==> src/rtl/input_conditioner.sv <==
// rtl/input_conditioner.sv - synchronizes, debounces and edge-detects board buttons and switches
module input_conditioner #(
    parameter int DEBOUNCE_CYCLES = 16,
    parameter int SW_WIDTH        = 8
) (
    input  logic                clk,
    input  logic                reset_n,
    input  logic                run_raw,
    input  logic                rab_raw,
    input  logic [SW_WIDTH-1:0] sw_raw,
    output logic                run_level,
    output logic                run_pulse,
    output logic                rab_level,
    output logic                rab_pulse,
    output logic [SW_WIDTH-1:0] sw_sync
);

    localparam int             CW      = $clog2(DEBOUNCE_CYCLES);
    localparam logic [CW-1:0]  CNT_MAX = CW'(DEBOUNCE_CYCLES - 1);

    // Button channel 0 is run, channel 1 is rab.
    logic [1:0]          btn_raw;
    logic [1:0]          btn_s1_q;
    logic [1:0]          btn_s2_q;
    logic [1:0]          stable_q;
    logic [1:0]          stable_d;
    logic [1:0]          pulse_q;
    logic [1:0]          pulse_d;
    logic [1:0][CW-1:0]  cnt_q;
    logic [1:0][CW-1:0]  cnt_d;
    logic [SW_WIDTH-1:0] sw_s1_q;
    logic [SW_WIDTH-1:0] sw_s2_q;

    assign btn_raw = {rab_raw, run_raw};

    // Any cycle where the synchronized input agrees with the accepted level restarts the count.
    always_comb begin
        for (int i = 0; i < 2; i++) begin
            stable_d[i] = stable_q[i];
            cnt_d[i]    = '0;
            pulse_d[i]  = 1'b0;
            if (btn_s2_q[i] != stable_q[i]) begin
                if (cnt_q[i] == CNT_MAX) begin
                    stable_d[i] = btn_s2_q[i];
                    pulse_d[i]  = btn_s2_q[i];
                end else begin
                    cnt_d[i] = cnt_q[i] + 1'b1;
                end
            end
        end
    end

    always_ff @(posedge clk) begin
        if (!reset_n) begin
            btn_s1_q <= '0;
            btn_s2_q <= '0;
            stable_q <= '0;
            pulse_q  <= '0;
            cnt_q    <= '0;
            sw_s1_q  <= '0;
            sw_s2_q  <= '0;
        end else begin
            btn_s1_q <= btn_raw;
            btn_s2_q <= btn_s1_q;
            stable_q <= stable_d;
            pulse_q  <= pulse_d;
            cnt_q    <= cnt_d;
            sw_s1_q  <= sw_raw;
            sw_s2_q  <= sw_s1_q;
        end
    end

    assign run_level = stable_q[0];
    assign rab_level = stable_q[1];
    assign run_pulse = pulse_q[0];
    assign rab_pulse = pulse_q[1];
    assign sw_sync   = sw_s2_q;

endmodule

==> config.mk <==
export PLATFORM = sky130hd
export DESIGN_NAME = input_conditioner
export DESIGN_NICKNAME = d
export VERILOG_FILES = /design/src/rtl/input_conditioner.sv
export SDC_FILE = /design/constraint.sdc
export NUM_CORES = 1
export LEC_CHECK = 0
export ABC_AREA = 1
export CORE_MARGIN = 1
export CORE_UTILIZATION = 40
export CTS_CLUSTER_SIZE = 12
export DETAILED_ROUTE_END_ITERATION = 8
export PLACE_DENSITY_LB_ADDON = 0.08
export REMOVE_ABC_BUFFERS = 1
export SETUP_SLACK_MARGIN = 0.4
export SYNTH_ARGS = -nofsm -noshare
export SYNTH_HDL_FRONTEND = slang
export SYNTH_SLANG_ARGS = --single-unit
export TNS_END_PERCENT = 100
==> constraint.sdc <==
create_clock -name clk -period 1.2 [get_ports clk]
set_clock_uncertainty 0.05 [all_clocks]
set_input_delay 0.12 -clock clk [delete_from_list [all_inputs] [get_ports clk]]
set_output_delay 0.12 -clock clk [all_outputs]
set_load 0.1 [all_outputs]
==> flow_summary_export.csv, run 1 <==
group,metric,value,unit
grt,grt_pass1_wl,2700,um
cts,h-tree-depth,2,
final_layout,fillCellCount,198,
sta,maxSlewHeadroom,86.1,%
routing,dr.pass1.iters,4,
grt,grt_usage,14.0,%
place,detailed_place.area,1440,um2
routing,drtAntennaViolNets,0,
pwr,p_per_area,1190,nW/um2
worst_hold_path,min_to,"sw_s1_q[6]",
routing,drc,0,
die,die_h,52.9,um
sta,rsz0062_at_grt,"true",
final_layout,nets,168,
worst_setup_path,crit_path_end_kind,"output pin",
worst_setup_path,startpoint_type,"register",
final_layout,regArea,663,um2
status,status,"completed",
final_layout,multi_input_area,347,um2
cts,cts-root-buf,"clkbuf_4",
worst_setup_path,crit_type,"register to output pin",
worst_setup_path,r2r_slack,170,ps
worst_setup_path,critPathSlowestCell,"dfxtp_2",
flow_run,drv_cap,0,
grt,grt_max_degree,15,
synth,ys_ff_latch,32,
final_layout,drive_above_1_share,36.1,%
cts,clockBufferDepth,2,
worst_setup_path,r2r_end,"cnt_q[2]",
worst_setup_path,path_depth,2,
routing,via_per_inst,4.48,
pwr,peakVddDrop,0.000996,V
worst_setup_path,arrival,930,ps
sta,drv_slew,0,
die,num_io_pins,24,
sta,setup_viol,0,
sta,max_clock_freq,910,MHz
routing,vias,828,
die,initial_utilization,42.2,%
worst_hold_path,min_from,"sw_raw[6]",
routing,wl_per_cell,9.14,um
place,dp_hpwl,1150,um
die,die_w,52.9,um
worst_hold_path,hp-class,"input pin to register",
worst_hold_path,min_path_cells,3,
grt,grt-ovfl-total,0,
synth,postSynthAreaPerCell,8.84,um2
place,gp_congestion,0.731,
cts,cts_inserted_buffers,5,
worst_setup_path,critPathTopFamily,"flip-flops",
sta,min_period_over_period,91.5,%
die,design.core.area,2450,um2
final_layout,fin_area,1630,um2
synth,synth_cell_types,14,
sta,worstMarginPinSlew,208,ps
synth,yosysSeqAreaShare,61.9,%
worst_setup_path,worstRegToRegCells,5,
cts,clock_sinks,32,
synth,syn_inst,117,
final_layout,areaGrowthSynthToFinish,57.8,%
worst_setup_path,worst-path-buf-inv,2,
grt,antenna_found_initial,0,
worst_setup_path,crit_chain,"buf_6 > buf_12",
synth,syn-cell-area,1030,um2
routing,drt_iter0_markers,17,
die,num_rows,18,
cts,clkLatencyLatePin,320,ps
routing,wl,1690,um
place,numPortBuffers,23,
worst_setup_path,max_stage_delay,340,ps
final_layout,fin_cells,185,
die,die_area,2790,um2
grt,grt_pass1_vias,690,
place,dp_cells,172,
worst_setup_path,worstPathRequired,1030,ps
pwr,leakage,0.778,nW
worst_setup_path,path_max_fanout,2,
sta,min_period,1100,ps
cts,cts_tree,"built",
synth,yosys_warnings,0,
sta,hold_violations,0,
cts,path_clk_slew,100,ps
worst_setup_path,r2r-start,"stable_q[0]",
final_layout,antenna_cells,0,
==> layer usage <==
metal | share of wire, % | vias up | GRT usage, %
met5 | 0 | - | 0
met4 | 2.1 | 0 | 7.89
met3 | 7.4 | 5 | 7.18
met2 | 51 | 23 | 23.4
met1 | 40 | 381 | 13.9
li1 | - | 419 | -
==> how the worst max path moves through the flow <==
stage / end / start
floorplan: cnt_q[0] / stable_q[0]
global placement: cnt_q[7] / reset_n
detailed placement: cnt_q[7] / reset_n
CTS: run_level / stable_q[0]
global route: rab_level / stable_q[1]
finish: run_level / stable_q[0]
==> through the flow <==
step / total power [mW] / hold WS, ps / TNS, ps / util [%] / setup WS (ps)
global route: 2.03 / 278 / 0 / 66.5 / 66.2
CTS: 1.97 / 268 / 0 / 66.0 / 94.6
global placement: 1.34 / 341 / 0 / 58.8 / 51.8
finish: 1.95 / 273 / 0 / 66.5 / 101
floorplan: 1.24 / 163 / -3190 / - / -302
detailed placement: 1.35 / 352 / 0 / 58.8 / 34.9
==> cells in the final DEF (no fill, tap or decap), types with 2 or more instances in the layout <==
cell type and count:
nor2_1 10, dfxtp_2 15, buf_6 4, nand2_1 27, clkdlybuf4s50_1 11, nand3_1 2
nand3_2 4, or2_2 2, clkbuf_4 5, ha_4 2, buf_4 5, inv_1 24
nand4_1 4, dfxtp_1 16, xnor2_1 2, a21oi_4 2, buf_12 12, clkbuf_1 2
==> report_power, final <==
part | total [mW] | internal (mW) | switching [mW]
logic | 0.219 | 0.0970 | 0.122
clock network | 0.613 | 0.289 | 0.325
registers | 1.11 | 1.09 | 0.0180
==> worst register-to-register path: stages (launching register included) <==
cell	delay, ps
dfxtp_2	330
buf_6	120
buf_4	140
a21oi_4	130
nand2_1	80
nor2_1	110
==> state kept, by name, summed over array words and instances (netlist names) <==
signal,flops
sw_sync,8
btn_s1_q,2
btn_s2_q,2
stable_q,2
sw_s1_q,8
cnt_q,8
pulse_q,2
==> Yosys cell counts <==
library cell | number | area (um2)
a21oi_2 | 2 | 17.5
buf_2 | 2 | 10.0
or2_2 | 2 | 12.5
nand3_1 | 4 | 20.0
nand2_1 | 28 | 105
dfxtp_1 | 32 | 641
nor2_1 | 10 | 37.5
inv_2 | 1 | 3.75
ha_1 | 2 | 25.0
a21oi_1 | 2 | 10.0
nand4_1 | 4 | 25.0
inv_1 | 24 | 90.1
nand3_2 | 2 | 20.0
xnor2_1 | 2 | 17.5
==> repair_timing <==
| action | in CTS | in global routing |
|---|---|---|
| setup endpoints to repair | 24 | 30 |
| buffers inserted | 5 | 0 |
| gates resized for setup | 27 | 4 |
| pin swaps | 4 | 5 |
| hold buffers | 0 | 0 |
==> cells by family (layout without fill, tap and decap cells) <==
logic type / after synthesis / count (layout) / share of synthesized area (%)
and+or+nand+nor: 50 / 50 / 21.3
DFF: 32 / 32 / 61.9
buffers and inverters: 27 / 65 / 10.0
AOI/OAI and AO/OA: 4 / 4 / 2.66
adders and majority gates: 2 / 2 / 2.42
xor gates and xnor gates: 2 / 2 / 1.69
==> final cells by class <==
cell class              count  area share [%]
clock buffers               8            3.60
repair buffers             32            26.5
multi-input cells          58            21.2
well taps                  30            2.30
flip-flops and latches     32            40.6
inverters                  25            5.75
(Power assumes the default switching activity.)
==> run 2: changes to the inputs <==
--- a/config.mk
+++ b/config.mk
@@ -11,6 +11,7 @@
 export CTS_CLUSTER_SIZE = 12
 export DETAILED_ROUTE_END_ITERATION = 8
 export PLACE_DENSITY_LB_ADDON = 0.08
+export RECOVER_POWER = 100
 export REMOVE_ABC_BUFFERS = 1
 export SETUP_SLACK_MARGIN = 0.4
 export SYNTH_ARGS = -nofsm -noshare
==> run 2 against run 1 <==
- global-route usage unchanged
- via count stayed put
- largest power group unchanged
- flip-flop and latch count unchanged
- non-clock buffer count stayed put
==> flow_summary_export.csv, run 2 (synthesis results as in run 1) <==
group,metric,value,unit
cts,cts_tree,"built",
routing,drt_iter0_markers,13,
sta,worstMarginPinSlew,283,ps
cts,clkLatencyLatePin,320,ps
routing,drc,0,
worst_hold_path,min_to,"sw_s1_q[1]",
sta,tns,0,ps
grt,antenna_found_initial,0,
final_layout,final_common_cell,"nand2_1",
die,design.core.area,2450,um2
worst_setup_path,worstRegToRegCells,5,
worst_setup_path,r2r_slack,110,ps
routing,via_per_inst,4.48,
routing,wl_per_cell,9.13,um
final_layout,antenna_cells,0,
pwr,peakVddDrop,0.000975,V
die,die_area,2790,um2
sta,max_clock_freq,894,MHz
sta,drv_slew,0,
die,num_rows,18,
sta,whs,276,ps
routing,vias,828,
place,gp_congestion,0.731,
grt,grt-ovfl-total,0,
cts,cts_inserted_buffers,5,
worst_setup_path,crit_type,"register to output pin",
die,num_io_pins,24,
worst_setup_path,worstPathRequired,1030,ps
die,die_w,52.9,um
worst_hold_path,min_from,"sw_raw[1]",
worst_setup_path,arrival,950,ps
grt,grt_use_met3,7.18,%
grt,met2_usage,23.4,%
grt,grt_max_degree,15,
final_layout,drive_above_1_share,31.0,%
sta,min_period,1120,ps
final_layout,areaGrowthSynthToFinish,42.1,%
grt,gr-max-usage-layer,"met2",
routing,dr.pass1.iters,5,
place,dp_hpwl,1150,um
status,status,"completed",
worst_hold_path,hp-class,"input pin to register",
sta,maxSlewHeadroom,81.3,%
worst_setup_path,r2r_end,"cnt_q[5]",
cts,clockBufferDepth,2,
pwr,leakage,0.734,nW
die,die_h,52.9,um
routing,wl,1690,um
grt,grt_util_met1,13.9,%
final_layout,nets,168,
grt,grt_pass1_wl,2700,um
worst_hold_path,min_path_cells,3,
worst_setup_path,path_max_fanout,2,
worst_setup_path,startpoint_type,"register",
cts,clock_sinks,32,
worst_setup_path,r2r-start,"stable_q[1]",
grt,grt_usage,14.0,%
grt,grt_pass1_vias,690,
cts,cts-root-buf,"clkbuf_4",
cts,h-tree-depth,2,
die,initial_utilization,42.2,%
worst_setup_path,crit_chain,"buf_6 > buf_12",
worst_setup_path,critPathSlowestCell,"dfxtp_1",
flow_run,drv_cap,0,
cts,path_clk_slew,90,ps
routing,drtAntennaViolNets,0,
worst_setup_path,crit_path_end_kind,"output pin",
place,numPortBuffers,23,
sta,setup_viol,0,
cts,cts_hold_buf,0,
sta,rsz0062_at_grt,"true",
worst_setup_path,max_stage_delay,350,ps
final_layout,most-common-layout-cells,"nand2_1, inv_1, dfxtp_1, buf_4, dfxtp_2",
pwr,p_per_area,1290,nW/um2
sta,min_period_over_period,93.2,%
sta,hold_violations,0,
==> run 2: how the worst max path moves through the flow <==
stage                     start   endpoint  slack (ps)  cells past startpoint
floorplan           stable_q[0]   cnt_q[0]        -300                      3
global placement        reset_n   cnt_q[7]          50                      5
detailed placement      reset_n   cnt_q[7]          30                      5
CTS                 stable_q[0]  run_level          90                      2
global route        stable_q[1]   cnt_q[5]          40                      5
finish              stable_q[1]  rab_level          80                      2
==> run 2: what timing repair did <==
item	in CTS	in global routing
gates cloned	0	0
gates resized for setup	27	4
setup endpoints to repair	24	30
buffers inserted	5	0
pin swaps	4	5
==> run 2: final cells by class <==
cell class	instances	area, um2
fillers	222	985
repair buffers	32	294
flip-flops and latches	32	659
multi-input cells	58	327
clock buffers	8	58.8
well taps	30	37.5
inverters	25	93.8
==> run 2: per-layer routing <==
layer | up-vias | routed length, um
li1 | 420 | -
met1 | 380 | 681
met2 | 23 | 845
met3 | 5 | 126
met4 | 0 | 35
met5 | - | 0
==> run 2: critical path: cells and delay by family, from the launching register on <==
kind / cells / cell delay [ps]
buffers and inverters: 2 / 280
DFF: 1 / 350
==> run 2: metrics by stage <==
step	instances	util [%]	power, mW	worst slack [ps]	cell area, um2
after floorplan	115	-	1.24	-302	1020
after global placement	172	58.8	1.34	51.8	1440
after detailed placement	172	58.8	1.35	34.9	1440
after CTS	185	66.0	1.97	94.6	1620
after global routing	185	59.9	1.99	36.5	1470
final	185	59.9	1.90	81.7	1470
==> run 2: where the power goes <==
part | switching, mW | internal [mW] | leakage, nW
combinational | 0.120 | 0.0644 | 0.433
sequential | 0.0116 | 1.09 | 0.268
clock | 0.322 | 0.289 | 0.0326
